## src/rtl/edge_detect_filt.sv

```systemverilog
// edge_detect_filt: per-channel synchroniser, stability filter, edge pulses and sticky W1C event flags with irq.
module edge_detect_filt #(
    parameter int               WIDTH       = 5,
    parameter int               SYNC_STAGES = 2,
    parameter int               FILT_CNT    = 4,
    parameter logic [WIDTH-1:0] INIT_VAL    = '0
) (
    input  logic                 clk,
    input  logic                 rst_n,
    input  logic [WIDTH-1:0]     signal,
    input  logic [2*WIDTH-1:0]   mode,
    input  logic [WIDTH-1:0]     clr,
    output logic [WIDTH-1:0]     level,
    output logic [WIDTH-1:0]     pos,
    output logic [WIDTH-1:0]     neg,
    output logic [WIDTH-1:0]     flag,
    output logic                 irq
);
    localparam int CW = (FILT_CNT > 1) ? $clog2(FILT_CNT + 1) : 1;
    localparam logic [CW-1:0] CNT_LAST = CW'(FILT_CNT - 1);

    logic [WIDTH-1:0] sync_q [SYNC_STAGES];
    logic [WIDTH-1:0] sync_out;
    logic [WIDTH-1:0] level_d;
    logic [WIDTH-1:0] set;
    logic [CW-1:0]    cnt [WIDTH];

    assign sync_out = sync_q[SYNC_STAGES-1];

    always_ff @(posedge clk or negedge rst_n) begin
        if (!rst_n) begin
            for (int k = 0; k < SYNC_STAGES; k++) sync_q[k] <= INIT_VAL;
        end else begin
            sync_q[0] <= signal;
            for (int k = 1; k < SYNC_STAGES; k++) sync_q[k] <= sync_q[k-1];
        end
    end

    // any return to the current level restarts the qualification count
    always_ff @(posedge clk or negedge rst_n) begin
        if (!rst_n) begin
            level <= INIT_VAL;
            for (int c = 0; c < WIDTH; c++) cnt[c] <= '0;
        end else begin
            for (int c = 0; c < WIDTH; c++) begin
                if (sync_out[c] == level[c]) begin
                    cnt[c] <= '0;
                end else if (cnt[c] == CNT_LAST) begin
                    level[c] <= sync_out[c];
                    cnt[c]   <= '0;
                end else begin
                    cnt[c] <= cnt[c] + 1'b1;
                end
            end
        end
    end

    always_comb begin
        set = '0;
        for (int c = 0; c < WIDTH; c++)
            set[c] = (pos[c] & mode[2*c]) | (neg[c] & mode[2*c+1]);
    end

    always_ff @(posedge clk or negedge rst_n) begin
        if (!rst_n) begin
            level_d <= INIT_VAL;
            pos     <= '0;
            neg     <= '0;
            flag    <= '0;
        end else begin
            level_d <= level;
            pos     <= level & ~level_d;
            neg     <= ~level & level_d;
            flag    <= set | (flag & ~clr);
        end
    end

    assign irq = |flag;
endmodule
```

## config.mk

```make
export PLATFORM = sky130hd
export DESIGN_NAME = edge_detect_filt
export DESIGN_NICKNAME = d
export VERILOG_FILES = /design/src/rtl/edge_detect_filt.sv
export SDC_FILE = /design/constraint.sdc
export NUM_CORES = 1
export LEC_CHECK = 0
export ABC_AREA = 1
export BUFFER_PORTS_ARGS = -buffer_cell sky130_fd_sc_hd__buf_4
export CORE_ASPECT_RATIO = 1.1
export CORE_MARGIN = 2
export CORE_UTILIZATION = 45
export DETAILED_ROUTE_END_ITERATION = 10
export GPL_TIMING_DRIVEN = 0
export PLACE_DENSITY_LB_ADDON = 0.15
export SLEW_MARGIN = 30
export SYNTH_ARGS = -nofsm -noshare
export SYNTH_HDL_FRONTEND = slang
export SYNTH_SLANG_ARGS = --single-unit
```

## constraint.sdc

```tcl
create_clock -name clk -period 1 [get_ports clk]
set_clock_uncertainty 0.2 [all_clocks]
set_input_delay 0.2 -clock clk [delete_from_list [all_inputs] [get_ports clk]]
set_output_delay 0.2 -clock clk [all_outputs]
set_load 0.05 [all_outputs]
```

==> results.ini, run 1 <==
[die]
initial_core_util_pct = 46.78
dieArea_um2 = 4651
coreArea_um2 = 3964
die_w_um = 65.21
io_pins = 43
die_h_um = 71.33
rows = 24

[placement]
finalWeightedCongestion = 0.7297
place_area_um2 = 2272
port_buffers = 42
place_ws_ns = -0.1752
place_inst = 282
hpwl_um = 2063

[setup_path]
worstRegToRegCells = 5
arrival_ns = 1.10
r2r_end = cnt[3]
start_kind = flop
crit_fanout = 2
crit_required_ns = 0.60
crit_type = flop to output port
reg2reg_from = level[3]
cp-end-kind = output port
reg2reg_slack_ns = -0.11

[timing]
timing.setup.tns_ns = -8.027
rsz0062_at_grt = true
setup_viol = 43
period_minus_slack_ns = 1.500
worst_pin_slew_ns = 0.6038
final_max_slew_viol_count = 0
hold_viol_final = 52
fmax_ghz = 0.6667
fin_crit_sh_pct = 150.0
setup_ws_ns = -0.5000
hold_ws_ns = -0.2876
slew-limit-headroom_pct = 59.75

[detailed_routing]
via_per_inst = 4.489
ant_nets = 0
first_iter_violations = 35
wl_per_cell_um = 12.61
vias = 1432
firstDrtPassIters = 4
drc = 0
drt_wl_total_um = 4021

[synth]
synthFlopType = dfrtp_1
ys_seq_area_share_pct = 67.48
yosysTopAreaCell = dfrtp_1
synth_edf_count = 0
synth_cell_type_count = 9
synth_seq_cells = 50
syn_area_um2 = 1854
ys_async_sr_fraction_pct = 100.0
yosys_warnings = 0
synth_top_area_share_pct = 67.48
synth_nets = 215
ys_top_cells_by_count = 50 x dfrtp_1, 49 x nand2_1, 31 x inv_1, 27 x nor2_1
synth_area_leaders = dfrtp_1 67%, nand2_1 9.9%, inv_1 6.3%
synth.most_common_cell = dfrtp_1
avgSynthCellArea_um2 = 9.863
synthCells = 188

[global_route]
global_route.usage.met1_pct = 18.72
grt_antenna_before_repair = 0
use_met3_pct = 4.396
grtUsageTotal_pct = 17.25
use_met2_pct = 31.75
grt.busiest_layer = met2
grt_first_pass_wirelength_um = 6085
grt_overflow = 0
grt_pass1_vias = 1433
grt_max_degree = 51

[clock_network]
root_buffer = clkbuf_8
clockBufferDepth = 2
cts_hold_buffers = 14
cts_max_level = 2
clk_pin_slew_worst_paths_ns = 0.08
cts_inserted_buffers = 5
cts_tree = done
insertion_delay_ns = 0.29
clock_sinks = 50

[power_and_ir_drop]
p_leak_nw = 1.504
powerDensity_nw_per_um2 = 3028
p_switching_mw = 3.797
sequentialPowerShare_pct = 35.8
pwr-share-clk_pct = 12.8
internal_power_mw = 5.247
share_comb_of_total_power_pct = 51.4
ir_drop_uv = 1393
switching_share_pct = 41.99

[cells_and_area]
design_area_um2 = 2987
areaGrowthSynthToFinish_pct = 61.07
instances_no_fill = 319
drive_gt1_share_pct = 54.31
fin_util_pct = 75.35
final_nets = 293
n_antenna_cell = 0

[flow_run]
maxCapViolations = 0

[hold_path]
hold_class = primary input to async pin

[status]
outcome = finished with violations
violations = hold timing, setup timing

worst max-delay path by stage:
stage / slack [ns] / depth (start not counted) / to / startpoint
2_1_floorplan: -0.43 / 2 / irq / flag[2]
3_3_place_gp: -0.18 / 3 / irq / flag[2]
3_5_place_dp: -0.18 / 3 / irq / flag[2]
4_1_cts: -0.46 / 3 / irq / flag[2]
5_1_grt: -0.54 / 3 / irq / flag[1]
6_report: -0.50 / 3 / irq / flag[0]
final cells by class:
class / count / area (µm²)
clock buffer: 7 / 86.33
clock inverter: 1 / 5.005
fill: 263 / 977.2
inverter: 36 / 145.1
multi-input combinational: 102 / 703.2
sequential: 50 / 1276
tap: 52 / 65.06
timing repair buffer: 71 / 705.7
logic make-up (layout without fill, tap and decap cells):
group	Yosys count	after routing	share of synthesized area [%]
buf+inv	36	115	7.287
simple gates	97	97	21.86
flops	50	50	67.48
fa+ha+maj	5	5	3.374
placed cells by master, fill, tap and decap left out:
master	instances
inv_2	4
nor2_2	7
dlymetal6s4s_1	4
buf_6	28
inv_1	28
clkbuf_1	1
nand3_2	9
dlygate4sd3_1	10
buf_8	3
nand2_2	21
nand2_1	28
nand3_1	1
buf_4	26
nor2_1	19
clkinv_2	1
clkbuf_8	6
dfrtp_2	20
ha_4	5
inv_4	4
nor2_4	1
nand3b_1	1
nand2_4	10
dfrtp_1	30
flip-flops by register name (all words and copies together) (netlist names):
name / count
cnt: 15
flag: 5
level: 5
level_d: 5
neg: 5
pos: 5
sync_out: 5
sync_q: 5
metal layers:
metal	share of wire, %	wire (µm)
met2	56	2250
met3	5.3	213
met1	37	1485
met5	0	0
met4	1.8	71
metrics by stage:
stage / hold WS, ns / total power, mW
global route: -0.2463 / 9.590
finish: -0.2876 / 9.044
detailed placement: 0.05314 / 6.333
global placement: 0.05337 / 6.263
CTS: -0.2700 / 8.443
floorplan: -0.2956 / 5.352
power groups by stage:
stage | sequential (mW) | combinational [mW] | clock [mW]
final | 3.23 | 4.65 | 1.16
after global routing | 3.32 | 4.98 | 1.29
after CTS | 3.19 | 4.06 | 1.20
after detailed placement | 3.22 | 3.11 | 0
after global placement | 3.19 | 3.07 | 0
after floorplan | 4.38 | 0.974 | 0
timing repair:
| action | CTS | global route |
|---|---|---|
| gates resized for setup | 47 | 57 |
| setup endpoints to repair | 41 | 46 |
| pin swaps | 15 | 20 |
| setup buffers | 12 | 8 |
| hold endpoints to repair | 60 | 52 |
critical path: stages, from the launching register on:
cell	delay, ns
dfrtp_2	0.42
nor2_2	0.11
nand3b_1	0.10
buf_6	0.17
Note: power is estimated with default switching activity, not from simulation.
==> inputs of run 2 (changes only) <==
==> constraint.sdc (replaced) <==
create_clock -name clk -period 1 [get_ports clk]
set_clock_uncertainty 0.2 [all_clocks]
set_input_delay 0.15 -clock clk [delete_from_list [all_inputs] [get_ports clk]]
set_output_delay 0.15 -clock clk [all_outputs]
set_load 0.05 [all_outputs]
==> results.ini, run 2 (synthesized netlist as in run 1, its figures left out) <==
[power_and_ir_drop]
ir_drop_uv = 1418
p_leak_nw = 1.522
powerDensity_nw_per_um2 = 3014

[cells_and_area]
largest_reg_flops = 15
n_antenna_cell = 0
areaGrowthSynthToFinish_pct = 66.53
layout_common_cells = 31 x buf_6, 30 x inv_1, 30 x dfrtp_1, 26 x nand2_1, 26 x buf_4
drive_gt1_share_pct = 55.07
final_nets = 302
largest_register = cnt
mostFrequentLayoutCell = buf_6

[setup_path]
reg2reg_slack_ns = -0.11
path_cells = nor2_2, nand3b_1, buf_6
arrival_ns = 1.25
worstRegToRegCells = 5
critPathSlowestCell = dfrtp_2
crit_required_ns = 0.65
crit_type = flop to output port
slowest_delay_ns = 0.43
reg2reg_from = level[3]
cp-end-kind = output port
r2r_end = cnt[3]
start_kind = flop
crit_fanout = 2

[global_route]
grt_antenna_before_repair = 0
grt_overflow = 0
grt_pass1_vias = 1481
grtUsageTotal_pct = 18.25
grt_max_degree = 51
grt_first_pass_wirelength_um = 6437

[detailed_routing]
via_per_inst = 4.543
first_iter_violations = 40
wl_per_cell_um = 13.49
drc = 0
drt_wl_total_um = 4424
ant_nets = 0
firstDrtPassIters = 4
vias = 1490

[timing]
hold_viol_final = 50
timing.setup.tns_ns = -7.268
rsz0062_at_grt = true
setup_ws_ns = -0.6014
slew-limit-headroom_pct = 59.59
final_max_slew_viol_count = 0
period_minus_slack_ns = 1.601
setup_viol = 49
fmax_ghz = 0.6244
worst_pin_slew_ns = 0.6061
fin_crit_sh_pct = 160.1
hold_ws_ns = -0.3365

[placement]
hpwl_um = 2063
finalWeightedCongestion = 0.7297
port_buffers = 42

[clock_network]
clk_pin_slew_worst_paths_ns = 0.08
root_buffer = clkbuf_8
clock_sinks = 50
insertion_delay_ns = 0.29
cts_inserted_buffers = 5
clockBufferDepth = 2
cts_max_level = 2
cts_hold_buffers = 20
cts_tree = done

[die]
die_h_um = 71.33
initial_core_util_pct = 46.78
die_w_um = 65.21
dieArea_um2 = 4651
io_pins = 43
coreArea_um2 = 3964
rows = 24

[status]
violations = hold timing, setup timing
outcome = finished with violations

[flow_run]
maxCapViolations = 0

[hold_path]
hold_class = primary input to async pin

==> run 2: metal layers <==
metal | global-route usage [%] | vias to the layer above | routed length [µm]
li1 | - | 724 | -
met1 | 20.19 | 715 | 1636
met2 | 33.79 | 41 | 2464
met3 | 4.553 | 10 | 232
met4 | 6.250 | 0 | 91
met5 | 0 | - | 0
==> run 2: how the worst max path moves through the flow <==
stage,startpoint,end,slack (ns),depth (start not counted)
floorplan,flag[2],irq,-0.38,2
global placement,flag[2],irq,-0.13,3
global route,flag[0],irq,-0.61,3
CTS,flag[2],irq,-0.41,3
finish,flag[0],irq,-0.60,3
detailed placement,flag[2],irq,-0.13,3
==> run 2: stage by stage <==
step	util [%]	setup WS, ns	instance area, µm²	instances	power [mW]
floorplan	-	-0.3781	1892	188	5.352
global placement	57.32	-0.1283	2272	282	6.263
detailed placement	57.32	-0.1252	2272	282	6.333
CTS	72.44	-0.4147	2872	323	8.500
global route	77.90	-0.6104	3088	328	9.830
finish	77.90	-0.6014	3088	328	9.308
==> run 2: layout make-up <==
type	count	area [µm²]
flip-flops and latches	50	1276
fillers	245	875.8
repair buffers	80	792.0
multi-input cells	102	718.2
inverters	36	145.1
clock buffers	7	86.33
well taps	52	65.06
clock inverters	1	5.005
==> run 2: timing repair <==
item                       in CTS  in global routing
gates resized for setup        48                 57
pin swaps                      17                 24
setup endpoints to repair      41                 48
buffers inserted               13                  7
hold endpoints to repair       60                 50
==> run 2: critical path, delay by kind of cell, from the launching register on <==
family	cells	cell delay, ns
simple gates	2	0.33
buf+inv	1	0.20
flops	1	0.43
==> run 2: power by group <==
| group | switching, mW | internal (mW) |
|---|---|---|
| clock | 0.601 | 0.558 |
| combinational | 2.80 | 2.11 |
| sequential | 0.523 | 2.72 |
